[src/rtl/mux_sel_ctrl.sv]
// Push-button front end for the board mux select: synchronizes and debounces two
// active-low keys, then steps a 2-bit select manually or on a periodic auto-scan.
module mux_sel_ctrl #(
    parameter int DEBOUNCE_CYCLES = 500000,
    parameter int SCAN_CYCLES     = 50000000
) (
    input  logic       clk,
    input  logic       rst_n,
    input  logic [1:0] key_n,
    output logic [1:0] sel,
    output logic       sel_chg,
    output logic       auto_mode
);
    localparam int DB_W   = $clog2(DEBOUNCE_CYCLES);
    localparam int SCAN_W = $clog2(SCAN_CYCLES);
    localparam logic [DB_W-1:0]   DB_LAST   = DB_W'(DEBOUNCE_CYCLES - 1);
    localparam logic [SCAN_W-1:0] SCAN_LAST = SCAN_W'(SCAN_CYCLES - 1);

    typedef enum logic {
        MANUAL = 1'b0,
        AUTO   = 1'b1
    } state_t;

    logic [1:0] press;

    // Per key: 2-flop synchronizer, debounce counter, accepted level and its delayed copy.
    generate
        for (genvar gi = 0; gi < 2; gi++) begin : g_key
            logic [1:0]      sync_reg;
            logic [DB_W-1:0] cnt_reg;
            logic            level_reg;
            logic            level_d_reg;

            always_ff @(posedge clk) begin
                if (!rst_n) begin
                    sync_reg    <= 2'b11;
                    cnt_reg     <= '0;
                    level_reg   <= 1'b1;
                    level_d_reg <= 1'b1;
                end else begin
                    sync_reg    <= {sync_reg[0], key_n[gi]};
                    level_d_reg <= level_reg;
                    if (sync_reg[1] != level_reg) begin
                        if (cnt_reg == DB_LAST) begin
                            level_reg <= sync_reg[1];
                            cnt_reg   <= '0;
                        end else begin
                            cnt_reg <= cnt_reg + 1'b1;
                        end
                    end else begin
                        cnt_reg <= '0;
                    end
                end
            end

            // Falling edge of the accepted level is a press; releases are ignored.
            assign press[gi] = level_d_reg & ~level_reg;
        end
    endgenerate

    state_t             state_reg, state_next;
    logic [SCAN_W-1:0]  scan_cnt_reg, scan_cnt_next;
    logic [1:0]         sel_reg, sel_next;
    logic               sel_chg_reg, sel_chg_next;
    logic               auto_mode_reg;
    logic               scan_term;
    logic               step;

    always_ff @(posedge clk) begin
        if (!rst_n) begin
            state_reg     <= MANUAL;
            scan_cnt_reg  <= '0;
            sel_reg       <= 2'd0;
            sel_chg_reg   <= 1'b0;
            auto_mode_reg <= 1'b0;
        end else begin
            state_reg     <= state_next;
            scan_cnt_reg  <= scan_cnt_next;
            sel_reg       <= sel_next;
            sel_chg_reg   <= sel_chg_next;
            auto_mode_reg <= (state_next == AUTO);
        end
    end

    always_comb begin
        state_next = state_reg;
        if (press[1]) begin
            state_next = (state_reg == MANUAL) ? AUTO : MANUAL;
        end
    end

    // A manual step coinciding with the scan terminal count still yields one increment.
    always_comb begin
        scan_term     = (state_reg == AUTO) && (scan_cnt_reg == SCAN_LAST);
        step          = press[0] | scan_term;
        sel_next      = sel_reg + {1'b0, step};
        sel_chg_next  = step;
        scan_cnt_next = '0;
        if ((state_reg == AUTO) && !(|press) && !scan_term) begin
            scan_cnt_next = scan_cnt_reg + 1'b1;
        end
    end

    assign sel       = sel_reg;
    assign sel_chg   = sel_chg_reg;
    assign auto_mode = auto_mode_reg;

endmodule

[config.mk]
export PLATFORM = sky130hd
export DESIGN_NAME = mux_sel_ctrl
export DESIGN_NICKNAME = d
export VERILOG_FILES = /design/src/rtl/mux_sel_ctrl.sv
export SDC_FILE = /design/constraint.sdc
export NUM_CORES = 1
export LEC_CHECK = 0
export BUFFER_PORTS_ARGS = -buffer_cell sky130_fd_sc_hd__buf_2
export CAP_MARGIN = 10
export CORE_ASPECT_RATIO = 0.8
export CORE_MARGIN = 2
export CORE_UTILIZATION = 40
export DETAILED_ROUTE_END_ITERATION = 7
export SKIP_LAST_GASP = 1
export SLEW_MARGIN = 0
export SYNTH_ARGS = -nofsm -noshare
export SYNTH_HDL_FRONTEND = slang
export SYNTH_SLANG_ARGS = --single-unit
[constraint.sdc]
create_clock -name clk -period 1.9 [get_ports clk]
set_input_delay 0.38 -clock clk [delete_from_list [all_inputs] [get_ports clk]]
set_output_delay 0.38 -clock clk [all_outputs]
set_load 0.02 [all_outputs]
-- After elaboration in Yosys (flattened, before gate mapping)
Index checks and enable logic that the tools add are counted.
- latch bits: 0
- memories: 0
- memory bits (writable): 0
- word-level logic and storage cells: 41
- input port bits: 4
- bits in read-only memories: 0
- output and inout port bits: 4
- register bits after elaboration: 76
- $lt $le $gt $ge: 0
- div/mod/pow operators: 0
- multiply operators: 0
- shift-type cells: 0
- mux-type cells: 1
- eq/ne operators: 5
- reduce and logical (&&, ||, !) cells: 11
- bitwise logic cells: 8
- $add $sub $neg: 4
- operators with widths (operator ; count):
    19-bit by 1-bit adder with 19-bit output, second input constant ; 2
    19-bit equality test, second input constant ; 2
    26-bit by 1-bit adder with 26-bit output, second input constant ; 1
    26-bit equality test, second input constant ; 1
    2-bit AND reduction ; 3
    3-bit OR reduction ; 2
    1-bit inverter ; 5
    1-bit logical AND ; 3
    2-bit by 1-bit adder with 2-bit output ; 1
    1-bit bitwise AND ; 2
    1-bit zero test ; 2
    1-bit inequality test ; 2
    2-bit OR reduction ; 1
    1-bit two-way mux ; 1
    1-bit bitwise OR ; 1

-- Longest topological paths before layout
Gate-level depths: netlist of run 1.
- depth in word-level cells: 7
- gate-level depth with buffers: 8
- gate-level depth less buffers: 7

-- Least setup slack after synthesis of run 1
No wires, ideal clock.
- kind: reg-to-reg
- start: register, netlist name auto_mode
- end: register sel_reg[1], in the netlist sel[1]
- clock period less this slack: 1.944 ns
- stages on the path, launching flop included: 7
- setup time: 0.115 ns
- data arrival time: 1.829 ns
- buffers on the path: 0
- path slack: -0.044 ns
- path through: dfxtp_1 -> or4b_2 -> nor4_1 -> a22o_1 -> ha_1 -> xor2_1 -> and2_1
- RTL lines (item ; line ; RTL):
    end signal: assignment ; 79 ; sel_reg <= sel_next;
    end: declaration ; 63 ; logic [1:0] sel_reg, sel_next;

-- Worst setup path in the final report of run 1
- start: register scan_cnt_reg[7]
- end: register sel_reg[0], in the netlist sel[0]
- word-level cells in the longest chain between the ends: 4
- RTL lines (item ; line ; RTL):
    start: declaration ; 62 ; logic [SCAN_W-1:0] scan_cnt_reg, scan_cnt_next;
    start signal: assignment ; 78 ; scan_cnt_reg <= scan_cnt_next;
    26-bit equality test ; 94 ; scan_term = (state_reg == AUTO) && (scan_cnt_reg == SCAN_LAST);
    1-bit logical AND ; 94 ;
    1-bit bitwise OR ; 95 ; step = press[0] | scan_term;
    named net sel_chg_next ; 64 ; logic sel_chg_reg, sel_chg_next;
    2-bit by 1-bit adder with 2-bit output ; 96 ; sel_next = sel_reg + {1'b0, step};
    named net sel_next[0] ; 63 ;
The timed path passes the listed nets, and every way through them passes these cells.
A chain may end at the register's enable or synchronous reset.

==> metrics.md, run 1 <==
| Metric | Value |
|---|---|
| Asr flop ratio synth | 0% |
| Slew Viols, Final | 0 |
| CTS max path bufs | 2 |
| Mapped Area | 0.00334 sq mm |
| Worst Setup EP | sel[0] |
| Worst-path clk slew | approximately 0.080 ns |
| Worst EP required | roughly 2.1 ns |
| Pint | 2.60 mW |
| Fmax achieved | ~540 MHz |
| I/O Pins | 8 |
| Worst-Skew Late Latency | about 0.35 ns |
| Nets@finish | 430 |
| Fraction of layout cells with a size suffix above 1 | approximately 20% |
| Syn nets | roughly 390 |
| DIE WIDTH | about 110 microns |
| CTS buffer count | 9 |
| Max Cap Violations | 0 |
| Syn-to-layout area delta | 22.6% |
| Share of the synthesized area in the top cell type | a little under half |
| Max FFs per register | 38 |
| Setup crit start | scan_cnt_reg[7] |
| Worst Setup End Kind | register |
| CTS H-tree depth | 3 |
| Slew at the pin closest to its max-slew limit | ~0.38 ns |
| RePlAce Congestion | between 0.7 and 0.8 |
| Sum of negative setup slack | 0 ns |
| Yosys warns | 0 |
| Clock Power Share | about half |
| Post-route DRC violation count | 0 |
| Avg WL per Cell | 12.1 microns |
| Number of global-route vias before repair | approximately 2.6k |
| CP arrival | around 2.1 ns |
| Starting density of the core | between 40% and 50% |
| Post-synth EDFFs | 0 |
| Avg Inst Size Synth | 8.83 sq um |
| Synth Instances | 378 |
| Met3 wire length | ~170 microns |
| Row Count | 29 |
| Setup violations, final | 0 |
| Tcrit/Tclk final | a little over nine tenths |
| Comb pwr share | 0.8% |
| Relative slew margins | about three quarters |
| Peak supply drop | 422 uV |
| Total gr overflow | 0 |
| # clock sinks | 76 |
| CTS tree | built |
| Seq/Total Area, Yosys | between 40 and 50% |
| Reg-to-Reg End | sel[0] |
| Status | completed |
| Via count | roughly 2.7k |
| Highest routed layer | met4 |
| Root buffer cell | clkbuf_8 |
| Core Area | 0.00802 sq mm |
| Detail Route Antenna Nets | 0 |
| Pwr Total | ~3.2 mW |
| Total die area | 0.00910 sq mm |
| Commonest non-fill, non-tap cell in the layout | dfxtp_1 |
| Initial antenna violation count | 0 |
| Skew final | ~0.0068 ns |
| DPL Wire Length | ~4.6 mm |
| Leakage | 1.34 nW |
| Tmin final | roughly 1.8 ns |
| Fillers | ~750 |
| Final Hold Fails | 0 |
| Synth area leaders | dfxtp_1 46%, xnor2_1 5.5%, nor2_1 4.6% |
| Tot GR Track Use | 15.3% |
| Synth area leader | dfxtp_1 |
| # diodes | 0 |
| Reg2Reg Setup Slack | about 0.056 ns |
| Post-Route WL | around 6.4 mm |
| Synth Flop Type | dfxtp_1 |
| Largest net degree at the start of global routing | 19 |
| RSZ-0062 raised after global routing | yes |
| Die Height | around 86 microns |
| Vias per cell | 5.12 |
| Synth Register Bits | 76 |
| CP startpoint kind | register |
| Flop pwr share | ~50% |
| DRT iter0 DRCs | just over 70 |
| Switching Share | between 10% and 20% |
| M1 wire length | around 3.3 mm |
| RR Startpoint | scan_cnt_reg[7] |
| Critical path type | register to register |
| Synth cell types | 42 |
| First-pass GRT wire length | about 11 mm |
| Reg2reg path depth | 5 |
| Hold/Removal Path Class | input pin to register |
| Crit-path max FO | 2 |
| First-pass detailed-route iteration total | 4 |
| Routed met2 length | ~2.9 mm |
| IO Port Bufs | 7 |
| Cell Pwr Density | 780 mW/mm^2 |
| Most frequent cells in the layout | 72 x dfxtp_1, 41 x nor2_1, 35 x buf_4, 30 x nand2_1, 22 x a21oi_1 |
| Psw | 0.588 mW |
==> area by class of cell <==
cell class              count  area [sq um]  area share (%)
multi-input cells         278          1790            43.8
flip-flops and latches     76          1530            37.3
repair buffers             44           338            8.25
well taps                 108           135            3.30
clock buffers              10           128            3.12
clock inverters             5           125            3.06
inverters                  13          48.8            1.19
==> power by group through the flow <==
| stage | registers, mW | logic, mW | clock network, mW |
|---|---|---|---|
| 2_1_floorplan | 1.64 | 0.0134 | 0 |
| 3_3_place_gp | 1.64 | 0.0256 | 0 |
| 3_5_place_dp | 1.64 | 0.0261 | 0 |
| 4_1_cts | 1.60 | 0.0262 | 1.61 |
| 5_1_grt | 1.60 | 0.0284 | 1.66 |
| 6_report | 1.60 | 0.0257 | 1.57 |
==> Yosys cell counts, drive strengths merged, types with 7 or more instances <==
cell type / n
dfxtp: 76
nor2: 41
nand2: 30
a21oi: 23
xnor2: 21
nand3: 19
or4: 15
xor2: 15
inv: 13
o21ai: 13
nand4: 12
o31ai: 12
or3: 12
nor4: 10
and4: 8
and2: 7
clkbuf: 7
nand2b: 7
==> metal layers <==
layer	vias to the layer above	global-route usage, %
li1	1448	-
met4	0	5.38
met1	1259	19.9
met5	-	0
met2	19	24.2
met3	8	4.79
==> through the flow <==
stage	cells	setup slack (ns)	instance area (sq um)	utilization, %	hold slack (ns)
finish	534	0.0560	4090	51.0	0.207
CTS	530	0.0221	4020	50.1	0.189
detailed placement	516	-0.0632	3740	46.7	0.394
floorplan	378	0.0360	3340	-	0.386
global route	534	-0.0422	4090	51.0	0.189
global placement	516	-0.0329	3740	46.7	0.395
==> worst min-delay path by stage <==
| stage | from | to | cells past startpoint |
|---|---|---|---|
| finish | key_n[1] | g_key[1].sync_reg[0] | 2 |
| floorplan | g_key[0].sync_reg[0] | g_key[0].sync_reg[1] | 1 |
| global route | key_n[1] | g_key[1].sync_reg[0] | 2 |
| global placement | g_key[1].sync_reg[0] | g_key[1].sync_reg[1] | 1 |
| detailed placement | g_key[1].sync_reg[0] | g_key[1].sync_reg[1] | 1 |
| CTS | key_n[1] | g_key[1].sync_reg[0] | 2 |
==> cell families (layout without fill, tap and decap cells) <==
logic type      count (synthesis)  count (layout)  synth area share, %
compound gates                 60              60                 11.4
xor+xnor                       36              36                 9.44
fa+ha+maj                       4               4                 1.50
buf+inv                        24              72                 2.85
flops                          76              76                 45.6
simple gates                  178             178                 29.3
==> critical path: stages (launching register included) <==
cell	delay (ns)
dfxtp_2	0.32
or4_4	0.54
nor4_4	0.31
a22o_1	0.22
ha_4	0.21
and2_4	0.14
==> timing repair <==
item / in CTS / in global routing
pin swaps: 2 / 7
hold buffers: 0 / 0
endpoints found under the setup margin: 27 / 14
setup buffers: 0 / 4
gates resized for setup: 5 / 12
Power figures use the tool's default switching activity.
==> inputs of run 2 (changes only) <==
clock period = 2.31 ns   (was 1.9 ns; I/O delays follow)
==> metrics.md, run 2 (synthesis gave the netlist of run 1 again) <==
| Metric | Value |
|---|---|
| Status | completed (unchanged) |
| Register area | 0.00152 sq mm (was 0.00153 sq mm) |
| Max FFs per register | 38 (unchanged) |
| Commonest non-fill, non-tap cell in the layout | dfxtp_1 (unchanged) |
| Core Area | 0.00802 sq mm (unchanged) |
| Leakage | 1.15 nW (was 1.34 nW) |
| Crit-path max FO | 11 (was 2) |
| Total gr overflow | 0 (unchanged) |
| # clock sinks | 76 (unchanged) |
| Nets@finish | 400 (was 430) |
| DRT iter0 DRCs | 102 (was 71) |
| First-pass detailed-route iteration total | 4 (unchanged) |
| Reg2reg path depth | 5 (unchanged) |
| Tmin final | 2.08 ns (was 1.84 ns) |
| CTS tree | built (unchanged) |
| Peak supply drop | 378 uV (was 422 uV) |
| First-pass GRT wire length | 10.5 mm (was 11.2 mm) |
| Slowest-stage cell, CP | or4b_2 (was or4_4) |
| Worst-Skew Late Latency | 0.36 ns (was 0.35 ns) |
| Avg WL per Cell | 11.8 microns (was 12.1 microns) |
| Fillers | 757 (was 752) |
| RSZ-0062 raised after global routing | no (was yes) |
| Most frequent cells in the layout | 76 x dfxtp_1, 41 x nor2_1, 30 x nand2_1, 23 x a21oi_1, 21 x xnor2_1 (was 72 x dfxtp_1, 41 x nor2_1, 35 x buf_4, 30 x nand2_1, 22 x a21oi_1) |
| CTS hold repair buffers | 0 (unchanged) |
| Syn-to-layout area delta | 12.0% (was 22.6%) |
| Worst Setup End Kind | register (unchanged) |
| Relative slew margins | 71.6% (was 74.5%) |
| CTS resizes | 0 (was 5) |
| # diodes | 0 (unchanged) |
| Via count | 2572 (was 2734) |
| Final Hold Fails | 0 (unchanged) |
| Number of global-route vias before repair | 2359 (was 2555) |
| DIE WIDTH | 106 microns (unchanged) |
| Skew final | 0.00660 ns (was 0.00682 ns) |
| WHS Endpoint | g_key[1].sync_reg[0] (unchanged) |
| DPL Wire Length | 4.18 mm (was 4.58 mm) |
| CP peak stage delay | 0.64 ns (was 0.54 ns) |
| Reg-to-Reg End | scan_cnt_reg[15] (was sel[0]) |
| Largest net degree at the start of global routing | 19 (unchanged) |
| Critical path type | register to register (unchanged) |
| IO Port Bufs | 7 (unchanged) |
| Tcrit/Tclk final | 90.0% (was 97.1%) |
| Area of the multi-input gates | 0.00172 sq mm (was 0.00179 sq mm) |
| Max Cap Violations | 0 (unchanged) |
| Placed instance area | 0.00352 sq mm (was 0.00374 sq mm) |
| Initial antenna violation count | 0 (unchanged) |
| Tot GR Track Use | 14.5% (was 15.3%) |
| Reg2Reg Setup Slack | 0.23 ns (was 0.06 ns) |
| Worst Hold Launch | key_n[1] (unchanged) |
| Die Height | 85.7 microns (unchanged) |
| RR Startpoint | scan_cnt_reg[16] (was scan_cnt_reg[7]) |
| Cell Pwr Density | 658 mW/mm^2 (was 780 mW/mm^2) |
| CP arrival | 2.32 ns (was 2.09 ns) |
| CTS H-tree depth | 3 (unchanged) |
| Hold/Removal Path Class | input pin to register (unchanged) |
| Slew Viols, Final | 0 (unchanged) |
| Worst EP required | 2.55 ns (was 2.14 ns) |
| CP startpoint kind | register (unchanged) |
| Post-route DRC violation count | 0 (unchanged) |
| Vias per cell | 5.09 (was 5.12) |
| Worst-path clk slew | 0.08 ns (about the same) |
| Cell area after layout | 0.00374 sq mm (was 0.00409 sq mm) |
| Crit-path cells | or4b_2 > nor4_1 > a21o_1 > buf_4 > a21oi_1 (was or4_4 > nor4_4 > a22o_1 > ha_4 > and2_4) |
| Sum of negative setup slack | 0 ns (unchanged) |
| Row Count | 29 (unchanged) |
| Starting density of the core | 41.6% (unchanged) |
| CTS max path bufs | 2 (unchanged) |
| Setup violations, final | 0 (unchanged) |
| Root buffer cell | clkbuf_8 (unchanged) |
| Fmax achieved | 481 MHz (was 542 MHz) |
| Total die area | 0.00910 sq mm (unchanged) |
| RePlAce Congestion | 0.769 (was 0.771) |
| Setup Fix Bufs, Post-CTS | 0 (unchanged) |
| Worst hold path stage count | 2 (unchanged) |
| I/O Pins | 8 (unchanged) |
| Fraction of layout cells with a size suffix above 1 | 11.1% (was 20.2%) |
| CTS buffer count | 9 (unchanged) |
| Slew at the pin closest to its max-slew limit | 0.420 ns (was 0.376 ns) |
| Detail Route Antenna Nets | 0 (unchanged) |
| Post-Route WL | 5.98 mm (was 6.44 mm) |
-- run 2: per-stage QoR --
stage	setup WS [ns]	instances	hold slack (ns)	utilization, %	power [mW]
3_5_place_dp	0.229	489	0.392	43.8	1.36
3_3_place_gp	0.240	489	0.393	43.8	1.36
4_1_cts	0.210	505	0.254	46.6	2.51
6_report	0.230	505	0.276	46.6	2.46
5_1_grt	0.122	505	0.270	46.6	2.56
2_1_floorplan	0.366	378	0.386	-	1.36
-- run 2: routing by layer --
| metal | up-vias | track usage, % | wire [microns] |
|---|---|---|---|
| met3 | 10 | 5.24 | 215 |
| met1 | 1155 | 18.4 | 3130 |
| met2 | 25 | 22.4 | 2530 |
| li1 | 1382 | - | - |
| met4 | 0 | 6.10 | 109 |
| met5 | - | 0 | 0 |
-- run 2: area by class of cell --
cell class	instances	area share, %
sequential	76	40.7
inverter	13	1.31
clock buffer	9	3.31
tap	108	3.61
clock inverter	7	2.64
timing repair buffer	14	2.34
multi-input combinational	278	46.1
-- run 2: critical path: cells and delay by family (launching register included) --
family / cells / cell delay (ns)
AO/OA/AOI/OAI: 2 / 0.44
flip-flops: 1 / 0.38
AND/OR/NAND/NOR: 2 / 0.91
buffers and inverters: 1 / 0.24
-- run 2: power breakdown --
part           switching, mW  total, mW  internal, mW
combinational         0.0110     0.0179       0.00688
sequential           0.00203       1.31          1.31
clock                  0.512       1.13         0.615
-- run 2: worst max-delay path by stage --
stage,startpoint,end,cells after the start
final,scan_cnt_reg[16],scan_cnt_reg[15],5
after global placement,scan_cnt_reg[16],scan_cnt_reg[13],5
after global routing,scan_cnt_reg[16],scan_cnt_reg[12],5
after floorplan,auto_mode,sel[1],6
after detailed placement,scan_cnt_reg[16],scan_cnt_reg[13],5
after CTS,scan_cnt_reg[16],scan_cnt_reg[12],5
==> inputs of run 3 (changes only) <==
CORE_UTILIZATION = 66   (was 40)
PLACE_DENSITY = 0.83   (was default)
==> metrics.md, run 3 (synthesis gave the netlist of run 1 again) <==
| Metric | Value |
|---|---|
| Placed Instances | 442 (was 489) |
| Crit-path max FO | 8 (was 11) |
| IO Port Bufs | 7 (unchanged) |
| Pwr Total | 2.43 mW (was 2.46 mW) |
| Largest net degree at the start of global routing | 19 (unchanged) |
| First-pass GRT wire length | 10.8 mm (was 10.5 mm) |
| CP most frequent cell | or4_1 |
| Area of the multi-input gates | 0.00172 sq mm (unchanged) |
| CP top delay family | simple AND/OR/NAND/NOR gates (unchanged) |
| DRT iter0 DRCs | 145 (was 102) |
| CTS tree | built (unchanged) |
| CP arrival | 2.28 ns (was 2.32 ns) |
| Worst EP required | 2.57 ns (was 2.55 ns) |
| Worst Setup End Kind | register (unchanged) |
| Skew final | 0.00738 ns (was 0.00660 ns) |
| Hold/Removal Path Class | input pin to register (unchanged) |
| Crit-path cells | nand4_2 > or4_1 > or4_1 > a21oi_1 (was or4b_2 > nor4_1 > a21o_1 > buf_4 > a21oi_1) |
| Row Count | 23 (was 29) |
| RR Startpoint | g_key[1].cnt_reg[8] (was scan_cnt_reg[16]) |
| Total gr overflow | 0 (unchanged) |
| Worst-path clk slew | 0.07 ns (was 0.08 ns) |
| Peak supply drop | 503 uV (was 378 uV) |
| Avg WL per Cell | 13.5 microns (was 11.8 microns) |
| Sum of negative setup slack | 0 ns (unchanged) |
| Nets@finish | 399 (was 400) |
| Setup violations, final | 0 (unchanged) |
| Slew Viols, Final | 0 (unchanged) |
| Final Non-Filler Cells | 458 (was 505) |
| Commonest non-fill, non-tap cell in the layout | dfxtp_1 (unchanged) |
| Critical path type | register to register (unchanged) |
| CTS hold repair buffers | 0 (unchanged) |
| Fillers | 387 (was 757) |
| Status | completed (unchanged) |
| Worst Setup EP | g_key[1].cnt_reg[17] (was scan_cnt_reg[15]) |
| Most frequent cells in the layout | 76 x dfxtp_1, 41 x nor2_1, 30 x nand2_1, 23 x a21oi_1, 21 x xnor2_1 (unchanged) |
| Relative slew margins | 75.5% (was 71.6%) |
| RSZ-0062 raised after global routing | no (unchanged) |
| Total die area | 0.00565 sq mm (was 0.00910 sq mm) |
| CTS max path bufs | 2 (unchanged) |
| Reg2reg path depth | 4 (was 5) |
| CTS H-tree depth | 3 (unchanged) |
| DPL Wire Length | 4.18 mm (about the same) |
| I/O Pins | 8 (unchanged) |
| Crit path depth | 4 (was 5) |
| # clock sinks | 76 (unchanged) |
| Syn-to-layout area delta | 9.82% (was 12.0%) |
| # diodes | 0 (unchanged) |
| Setup crit start | g_key[1].cnt_reg[8] (was scan_cnt_reg[16]) |
| Initial antenna violation count | 0 (unchanged) |
| Via count | 2701 (was 2572) |
| CP startpoint kind | register (unchanged) |
| Post-Route WL | 6.20 mm (was 5.98 mm) |
| Tcrit/Tclk final | 87.4% (was 90.0%) |
| Reg2Reg Setup Slack | 0.29 ns (was 0.23 ns) |
| Detail Route Antenna Nets | 0 (unchanged) |
| Setup Fix Bufs, Post-CTS | 0 (unchanged) |
| Die Height | 67.6 microns (was 85.7 microns) |
| Max Cap Violations | 0 (unchanged) |
| Fmax achieved | 495 MHz (was 481 MHz) |
| DIE WIDTH | 83.5 microns (was 106 microns) |
| Register area | 0.00152 sq mm (unchanged) |
| Root buffer cell | clkbuf_8 (unchanged) |
| Buf/Inv on CP | 0 (was 1) |
| Tmin final | 2.02 ns (was 2.08 ns) |
| Post-route DRC violation count | 0 (unchanged) |
| Placed instance area | 0.00345 sq mm (was 0.00352 sq mm) |
| CP peak stage delay | 0.64 ns (about the same) |
| Slowest-stage cell, CP | or4_1 (was or4b_2) |
| Cell area after layout | 0.00367 sq mm (was 0.00374 sq mm) |
| Core Area | 0.00495 sq mm (was 0.00802 sq mm) |
| Tot GR Track Use | 23.7% (was 14.5%) |
| CTS resizes | 0 (unchanged) |
| Reg-to-Reg End | g_key[1].cnt_reg[17] (was scan_cnt_reg[15]) |
| Starting density of the core | 67.5% (was 41.6%) |
| Fraction of layout cells with a size suffix above 1 | 10.6% (was 11.1%) |
| Vias per cell | 5.90 (was 5.09) |
| Cell Pwr Density | 662 mW/mm^2 (was 658 mW/mm^2) |
| Final Hold Fails | 0 (unchanged) |
| Number of global-route vias before repair | 2422 (was 2359) |
| Max FFs per register | 38 (unchanged) |
| Slew at the pin closest to its max-slew limit | 0.364 ns (was 0.420 ns) |
| CTS buffer count | 9 (unchanged) |
| RePlAce Congestion | 0.908 (was 0.769) |
| Leakage | 1.15 nW (about the same) |
| Worst-Skew Late Latency | 0.34 ns (was 0.36 ns) |
| First-pass detailed-route iteration total | 4 (unchanged) |
==> run 3: cell types whose count changed in the layout (fill, tap and decap cells not counted) <==
| cell | before | now |
|---|---|---|
| clkinv_4 | 1 | 0 |
| inv_6 | 2 | 0 |
| clkinvlp_4 | 1 | 0 |
| clkbuf_8 | 9 | 10 |
| buf_4 | 7 | 6 |
| clkinv_2 | 1 | 3 |
| clkbuf_1 | 0 | 1 |
==> run 3: layout make-up <==
class                      count  share of cell area (%)
sequential                    76                    41.5
clock inverter                 5                    2.05
clock buffer                  11                    3.86
inverter                      13                    1.33
timing repair buffer          13                    2.18
tap                           62                    2.12
multi-input combinational    278                    47.0
==> run 3: how the worst min path moves through the flow <==
stage / startpoint / slack (ns) / endpoint / cells after the start
finish: key_n[0] / 0.30 / g_key[0].sync_reg[0] / 2
global route: key_n[1] / 0.31 / g_key[1].sync_reg[0] / 2
CTS: key_n[0] / 0.29 / g_key[0].sync_reg[0] / 2
detailed placement: g_key[0].sync_reg[0] / 0.39 / g_key[0].sync_reg[1] / 1
global placement: g_key[0].sync_reg[0] / 0.40 / g_key[0].sync_reg[1] / 1
floorplan: g_key[0].sync_reg[0] / 0.39 / g_key[0].sync_reg[1] / 1
==> run 3: layer usage <==
layer	routed length [microns]	up-vias	share of wire (%)	GRT usage [%]
met5	0	-	0	0
met4	143	0	2.3	10.9
met3	282	16	4.5	6.23
met2	2900	59	47	39.8
met1	2880	1247	46	29.1
li1	-	1379	-	-
==> run 3: through the flow <==
step	util (%)	hold WS [ns]	worst slack (ns)
floorplan	-	0.386	0.366
finish	74.1	0.303	0.292
global placement	69.7	0.396	0.359
detailed placement	69.7	0.391	0.323
global route	74.1	0.307	0.136
CTS	74.1	0.289	0.280
==> run 3: report_power, final <==
group	total, mW	leakage (nW)	internal, mW	switching, mW
combinational	0.0180	0.426	0.00692	0.0111
sequential	1.32	0.613	1.31	0.00218
clock	1.09	0.113	0.633	0.460
total	2.43	1.15	1.95	0.473
==> run 3: worst register-to-register path, cell delays in order (launching register included) <==
cell     delay, ns
dfxtp_1       0.43
nand4_2       0.16
or4_1         0.64
or4_1         0.53
a21oi_1       0.18
